==> src/rtl/uart_tx.sv <==
// 8N1 UART transmitter with input FIFO, LSB-first, idle-high line.
// Define UART_TX_PARITY_EN to insert an even parity bit before the stop bits.
module uart_tx #(
  parameter int MAIN_CLK   = 100000000,
  parameter int BAUD       = 115200,
  parameter int FIFO_DEPTH = 4,
  parameter int STOP_BITS  = 1
) (
  input  logic       clk,
  input  logic       rst,
  input  logic       data_valid,
  input  logic [7:0] data,
  output logic       data_ready,
  output logic       tx,
  output logic       busy
);

  localparam int BD = MAIN_CLK / BAUD;
  localparam int BW = (BD > 1) ? $clog2(BD) : 1;
  localparam int AW = $clog2(FIFO_DEPTH);
  localparam int CW = AW + 1;

  localparam logic [2:0] S_IDLE   = 3'd0;
  localparam logic [2:0] S_START  = 3'd1;
  localparam logic [2:0] S_DATA   = 3'd2;
  localparam logic [2:0] S_STOP   = 3'd3;
`ifdef UART_TX_PARITY_EN
  localparam logic [2:0] S_PARITY = 3'd4;
`endif

  logic [7:0]    mem_q [FIFO_DEPTH];
  logic [AW-1:0] wptr_q, wptr_d;
  logic [AW-1:0] rptr_q, rptr_d;
  logic [CW-1:0] count_q, count_d;
  logic [2:0]    state_q, state_d;
  logic [BW-1:0] baud_q, baud_d;
  logic [2:0]    bitcnt_q, bitcnt_d;
  logic [7:0]    shreg_q, shreg_d;
  logic          tx_q, tx_d;
`ifdef UART_TX_PARITY_EN
  logic          par_q, par_d;
`endif

  logic       full, empty, push, pop, load, tick;
  logic [7:0] head;

  assign full       = (count_q == CW'(FIFO_DEPTH));
  assign empty      = (count_q == '0);
  assign data_ready = !full && !rst;
  assign push       = data_valid && data_ready;
  assign head       = mem_q[rptr_q];
  assign tick       = (baud_q == BW'(BD - 1));
  assign pop        = load;

  assign tx   = tx_q;
  assign busy = (state_q != S_IDLE) || !empty;

  always_comb begin
    state_d  = state_q;
    baud_d   = (state_q == S_IDLE) ? baud_q : (tick ? '0 : baud_q + BW'(1));
    bitcnt_d = bitcnt_q;
    shreg_d  = shreg_q;
    tx_d     = tx_q;
    load     = 1'b0;
`ifdef UART_TX_PARITY_EN
    par_d    = par_q;
`endif
    unique case (state_q)
      S_IDLE: begin
        tx_d = 1'b1;
        if (!empty) load = 1'b1;
      end
      S_START: begin
        if (tick) begin
          tx_d    = shreg_q[0];
          state_d = S_DATA;
        end
      end
      S_DATA: begin
        if (tick) begin
          shreg_d = shreg_q >> 1;
          if (bitcnt_q == 3'd7) begin
            bitcnt_d = '0;
`ifdef UART_TX_PARITY_EN
            tx_d     = par_q;
            state_d  = S_PARITY;
`else
            tx_d     = 1'b1;
            state_d  = S_STOP;
`endif
          end else begin
            bitcnt_d = bitcnt_q + 3'd1;
            tx_d     = shreg_q[1];
          end
        end
      end
`ifdef UART_TX_PARITY_EN
      S_PARITY: begin
        if (tick) begin
          tx_d    = 1'b1;
          state_d = S_STOP;
        end
      end
`endif
      S_STOP: begin
        if (tick) begin
          // Last stop bit: chain straight into the next frame if one is queued
          if (bitcnt_q == 3'(STOP_BITS - 1)) begin
            if (!empty) load = 1'b1;
            else state_d = S_IDLE;
          end else begin
            bitcnt_d = bitcnt_q + 3'd1;
          end
        end
      end
      default: state_d = S_IDLE;
    endcase
    if (load) begin
      shreg_d  = head;
      tx_d     = 1'b0;
      baud_d   = '0;
      bitcnt_d = '0;
      state_d  = S_START;
`ifdef UART_TX_PARITY_EN
      par_d    = ^head;
`endif
    end
  end

  always_comb begin
    wptr_d  = push ? wptr_q + AW'(1) : wptr_q;
    rptr_d  = pop ? rptr_q + AW'(1) : rptr_q;
    count_d = count_q;
    if (push && !pop) count_d = count_q + CW'(1);
    if (!push && pop) count_d = count_q - CW'(1);
  end

  always_ff @(posedge clk) begin
    if (push) mem_q[wptr_q] <= data;
  end

  always_ff @(posedge clk) begin
    if (rst) begin
      wptr_q   <= '0;
      rptr_q   <= '0;
      count_q  <= '0;
      state_q  <= S_IDLE;
      baud_q   <= '0;
      bitcnt_q <= '0;
      shreg_q  <= '0;
      tx_q     <= 1'b1;
`ifdef UART_TX_PARITY_EN
      par_q    <= 1'b0;
`endif
    end else begin
      wptr_q   <= wptr_d;
      rptr_q   <= rptr_d;
      count_q  <= count_d;
      state_q  <= state_d;
      baud_q   <= baud_d;
      bitcnt_q <= bitcnt_d;
      shreg_q  <= shreg_d;
      tx_q     <= tx_d;
`ifdef UART_TX_PARITY_EN
      par_q    <= par_d;
`endif
    end
  end

endmodule

==> config.mk <==
export PLATFORM = sky130hd
export DESIGN_NAME = uart_tx
export DESIGN_NICKNAME = d
export VERILOG_FILES = /design/src/rtl/uart_tx.sv
export SDC_FILE = /design/constraint.sdc
export NUM_CORES = 1
export LEC_CHECK = 0
export ABC_AREA = 0
export CAP_MARGIN = 0
export CORE_AREA = 2 2 78 80
export CTS_CLUSTER_SIZE = 12
export DETAILED_ROUTE_END_ITERATION = 10
export DIE_AREA = 0 0 80 82
export MAX_ROUTING_LAYER = met4
export PLACE_DENSITY = 0.81
export SETUP_SLACK_MARGIN = 0.05
export SLEW_MARGIN = 40
export SYNTH_ARGS = -nofsm -noshare
export SYNTH_HDL_FRONTEND = slang
export SYNTH_SLANG_ARGS = --single-unit
==> constraint.sdc <==
create_clock -name clk -period 2.6 [get_ports clk]
set_input_delay 0.52 -clock clk [delete_from_list [all_inputs] [get_ports clk]]
set_output_delay 0.52 -clock clk [all_outputs]
set_load 0.05 [all_outputs]
# == Yosys cells after proc, flatten, opt, wreduce, memory -nomap -nowiden ==
# Memories as Yosys holds them, arrays and structs flattened. A register that Yosys moved wholly into a read port is not among the register bits.
# Index checks and enable logic that the tools add are counted.
# word_totals
word_cells,94
ramBits,32
out_inout_bits,3
mem_count,1
inputBits,11
register_bits,32
# op_classes
reduce_logical,25
bitwise,1
eq_ne,20
muxes,32
n_addsub,6
# memory_table
memory,words,word_bits,rd,rd_clocked_by_memory_dff,wr,line,rtl
mem_q,4,8,1,1,1,31,logic [7:0] mem_q [FIFO_DEPTH];
# ops
op,n
3-bit 2-to-1 mux,12
8-bit 2-to-1 mux,3
3-bit inequality test (second input constant),6
2-bit inequality test (second input constant),8
7-bit AND reduction,2
3-bit one-hot mux with 4 select lines,1
10-bit by 1-bit adder with 10-bit output (second input constant),1
10-bit equality test (second input constant),1
1-bit 2-to-1 mux,10
10-bit 2-to-1 mux,1
3-bit zero test,3
2-bit nonzero test,4
3-bit by 1-bit adder with 3-bit output (second input constant),2
3-bit by 2-bit equality test with 1-bit output (second input constant),2
3-bit equality test (second input constant),2
3-bit one-hot mux with 2 select lines,1
1-bit zero test,5
2-bit by 1-bit adder with 2-bit output (second input constant),2
1-bit logical AND,4
2-bit 2-to-1 mux,2
4-bit AND reduction,1
4-bit nonzero test,1
3-bit by 1-bit equality test with 1-bit output (second input constant),1
1-bit one-hot mux with 3 select lines,1
other kinds (8),8

# == Logic depth before layout (Yosys ltp) ==
# depth
ltp_word,9
depth_mapped,12
mapped_depth_nobuf,12

# == Least setup slack after synthesis ==
# Ideal clock, no wire load.
# synth_path
path_type,reg2reg
from,reg baud_q[0]
to,reg count_q[2]
path_buffers,1
setup_time_ns,0.071
path_stages_with_launch,13
path_slack_ns,0.048
t_required_ns,2.529
period_less_slack_ns,2.552
t_arrival_ns,2.482
path_cell_list,dfxtp_1 -> ha_1 -> and4b_1 -> buf_6 -> a41o_1 -> nand2_1 -> inv_1 -> ha_1 -> inv_1 -> fa_1 -> xor2_1 -> or3_1 -> a21oi_1
# synth_via
elab_chain_cells,6
elab_cells_between_ends,8
classes_between,eq/ne (1); mux (3); reduce/logical (4)
# synth_lines
element,line,rtl
"start, declared",36,"logic [BW-1:0] baud_q, baud_d;"
"start signal, assigned",160,baud_q <= baud_d;
10-bit equality test *,52,assign tick = (baud_q == BW'(BD - 1));
1-bit 2-to-1 mux *,106,if (tick) begin
1-bit one-hot mux with 2 select lines *,68,unique case (state_q)
named net load,44,"logic full, empty, push, pop, load, tick;"
1-bit zero test,134,if (push && !pop) count_d = count_q + CW'(1);
1-bit logical AND,134,
2-bit nonzero test (no line),-,
"end signal, assigned",158,count_q <= count_d;
"end, declared",34,"logic [CW-1:0] count_q, count_d;"
# Mark *: on every way through the listed nets, which the timed path passes. The rest lies on a longest branch.
# A chain may end at the register's enable or synchronous reset.

# == Worst setup path after layout ==
# Ends and elaborated chain as after synthesis.

==> summary.md <==
| Metric | Value |
|---|---|
| Clock skew | just under 9 ps |
| Synth Area in Compound Gates | between 10% and 20% |
| CTS Buffer Depth | 2 |
| CTS Hold Bufs | 0 |
| Clock transition at path regs | 80 ps |
| Starting DRT DRC Count | roughly 110 |
| Initial Util | a little over half |
| Syn avg cell area | 11.4 sq um |
| Row cnt | 28 |
| Max-capacitance violation count | 0 |
| Hold Crit Class | flip-flop to flip-flop |
| Synth warn | 0 |
| Initial antenna violation count | 0 |
| Share of layout cells above drive strength 1 | 20.4% |
| Area of the die | between 6000 and 7000 sq um |
| Total grt overflow | 0 |
| WP data arrival | 2710 ps |
| Cell Area, Synth | between 3000 and 4000 sq um |
| Post-synth top flop | dfxtp_1 |
| Area grow syn2layout | 15.0% |
| Global-route usage over all layers | between 15 and 20% |
| Critical Path Sink Type | flip-flop |
| Yosys top cell area share | around a third |
| Number of buffers created by CTS | 9 |
| Netlist cell types | 52 |
| XOR/XNOR Fraction of Synth Area | around 3.5% |
| Status | completed |
| Fin crit share | ~93% |
| Post-DRT Antenna Nets | 0 |
| Pleak | between 1 and 1.5 nW |
| Post-synth EDFFs | 32 |
| 1st-pass router iterations | 4 |
| Clock root buffer | clkbuf_8 |
| Core area | about 5700 sq um |
| Top post-synthesis cells by count | dfxtp_1 (33), edfxtp_1 (32), nand2_1 (22) |
| Top-count cell post-synth | dfxtp_1 |
| Layout net count | 314 |
| # diodes | 0 |
| Synth Register Bits | 65 |
| Fillers | approximately 460 |
| Vias in the first global route | just under 2000 |
| Setup_tns | 0 ps |
| I/O Buffers | 13 |
| Seq/Total Area, Yosys | between 50% and 60% |
| Final HPWL DP | 3880 microns |
| Asr flop ratio synth | 0% |
| Io pins | 14 |
| Pins Over Slew Limit | 0 |
| PD cells | 897 nW/um^2 |
| Mapped Nets | a little under 300 |
| GP Congestion | 0.878 |
| CTS tree | built |
| Main combinational cell family by area after synthesis | simple AND/OR/NAND/NOR gates |
| Critical Path Start Type | flip-flop |
| H-tree levels | 3 |
| CP max FO | 4 |
| WS Path Type | flip-flop to flip-flop |
| Fmax | between 400 and 500 MHz |
| Number of clock sinks seen by CTS | 65 |
| Synth Area in Simple Gates | roughly 14% |
| Tmin final | approximately 2400 ps |
| Vias | ~2000 |
| Die Y | 82 microns |
| Main area contributors after synthesis | edfxtp_1 (32%), dfxtp_1 (22%), mux4_2 (5.9%), ha_1 (5.4%), nand2_1 (2.7%) |
| Largest net degree at the start of global routing | 15 |
| Final setup vio count | 0 |
| RSZ-0062 raised after global routing | false |
| Final WL | ~5600 microns |
| Total power | about 3.1 mW |
| Post-Syn Instances | ~270 |
| Peak supply drop | a little over 0.5 mV |
| Fin. Hold Viols | 0 |
| Max_slew headroom | around 64% |
| Worst Path Required | between 2000 and 3000 ps |
| DRC | 0 |
| First-pass GRT wire length | around 9300 microns |
| Clk Latency, worst-skew pair | ~350 ps |
| Die width | approximately 80 microns |
| Synth Area in Adders | 6.03% |
| Cell taking the most area after synthesis | edfxtp_1 |
| Vias/cell | 5.47 |
| Worst slew pin tran | 532 ps |
| Multiplexer share of the synthesized area | under 10% |
| WL/cell | between 15 and 20 microns |
==> stage by stage <==
step,cells,area [sq um],hold slack [ps],util (%),setup slack (ps)
after floorplan,265,3030,448,-,97.1
after global placement,352,3280,458,57.0,158
after detailed placement,352,3280,471,57.0,91.8
after CTS,368,3450,480,60.1,56.4
after global routing,369,3480,494,60.6,44.8
final,369,3480,481,60.6,169
==> final timing paths <==
kind	startpoint	end	slack, ps	cells past startpoint
worst max-delay path	baud_q[0]	count_q[2]	170	11
worst min-delay path	shreg_q[2]	shreg_q[2]	480	2
worst max register to register	baud_q[0]	count_q[2]	170	11
worst min register to register	shreg_q[2]	shreg_q[2]	480	2
==> state kept, by name, indices dropped and copies added (netlist names), named ones only <==
name      count
rptr_q        2
baud_q       10
count_q       3
shreg_q       8
wptr_q        2
mem_q        32
state_q       2
bitcnt_q      3
tx            1
==> cells by family (layout without fill, tap and decap cells) <==
kind of cell             after synthesis  count (layout)
AO/OA/AOI/OAI                         54              54
adder cells (fa/ha/maj)               14              14
buffers and inverters                 29              58
AND/OR/NAND/NOR                       82              82
XOR/XNOR                              12              12
flip-flops                            65              65
multiplexers                           9               9
==> area by class of cell <==
| type | instances | area [sq um] | share of cell area [%] |
|---|---|---|---|
| well taps | 75 | 93.8 | 2.69 |
| repair buffers | 25 | 229 | 6.57 |
| inverters | 17 | 63.8 | 1.83 |
| multi-input cells | 171 | 1290 | 37.2 |
| clock buffers | 9 | 124 | 3.55 |
| flip-flops and latches | 65 | 1630 | 46.7 |
| clock inverters | 7 | 52.6 | 1.51 |
==> power by group <==
part	leakage (nW)	switching [mW]	internal [mW]	total (mW)
clock	0.0920	0.429	0.354	0.782
combinational	0.561	0.595	0.425	1.02
sequential	0.561	0.115	1.21	1.32
==> worst max-delay path, stage by stage, from the launching register on <==
cell and delay, ps:
dfxtp_2 380, ha_4 160, and4b_1 220, a41o_1 220
nand2_2 60, inv_1 80, ha_2 190, inv_1 50
fa_1 370, xor2_1 160, or3_1 320, a21oi_1 150
==> layer usage <==
| metal | vias to the layer above | global-route usage [%] | routed length (microns) |
|---|---|---|---|
| met2 | 32 | 32.2 | 2830 |
| met5 | - | - | 0 |
| met1 | 971 | 22.9 | 2540 |
| met4 | 0 | 6.10 | 59 |
| li1 | 1011 | - | - |
| met3 | 6 | 6.70 | 182 |
==> placed cells by master, fill, tap and decap left out, types with 10 or more instances in the layout <==
cell / n
nor2_2: 10
a21oi_1: 12
ha_1: 10
buf_4: 12
clkdlybuf4s50_1: 11
inv_1: 17
nor2_1: 12
nand2_1: 21
edfxtp_1: 32
dfxtp_1: 29
==> what timing repair did <==
item,in CTS,in global routing
setup endpoints to repair,2,1
resized for setup,1,9
buffers inserted,0,1
pin swaps,1,4
Power figures use the tool's default switching activity.
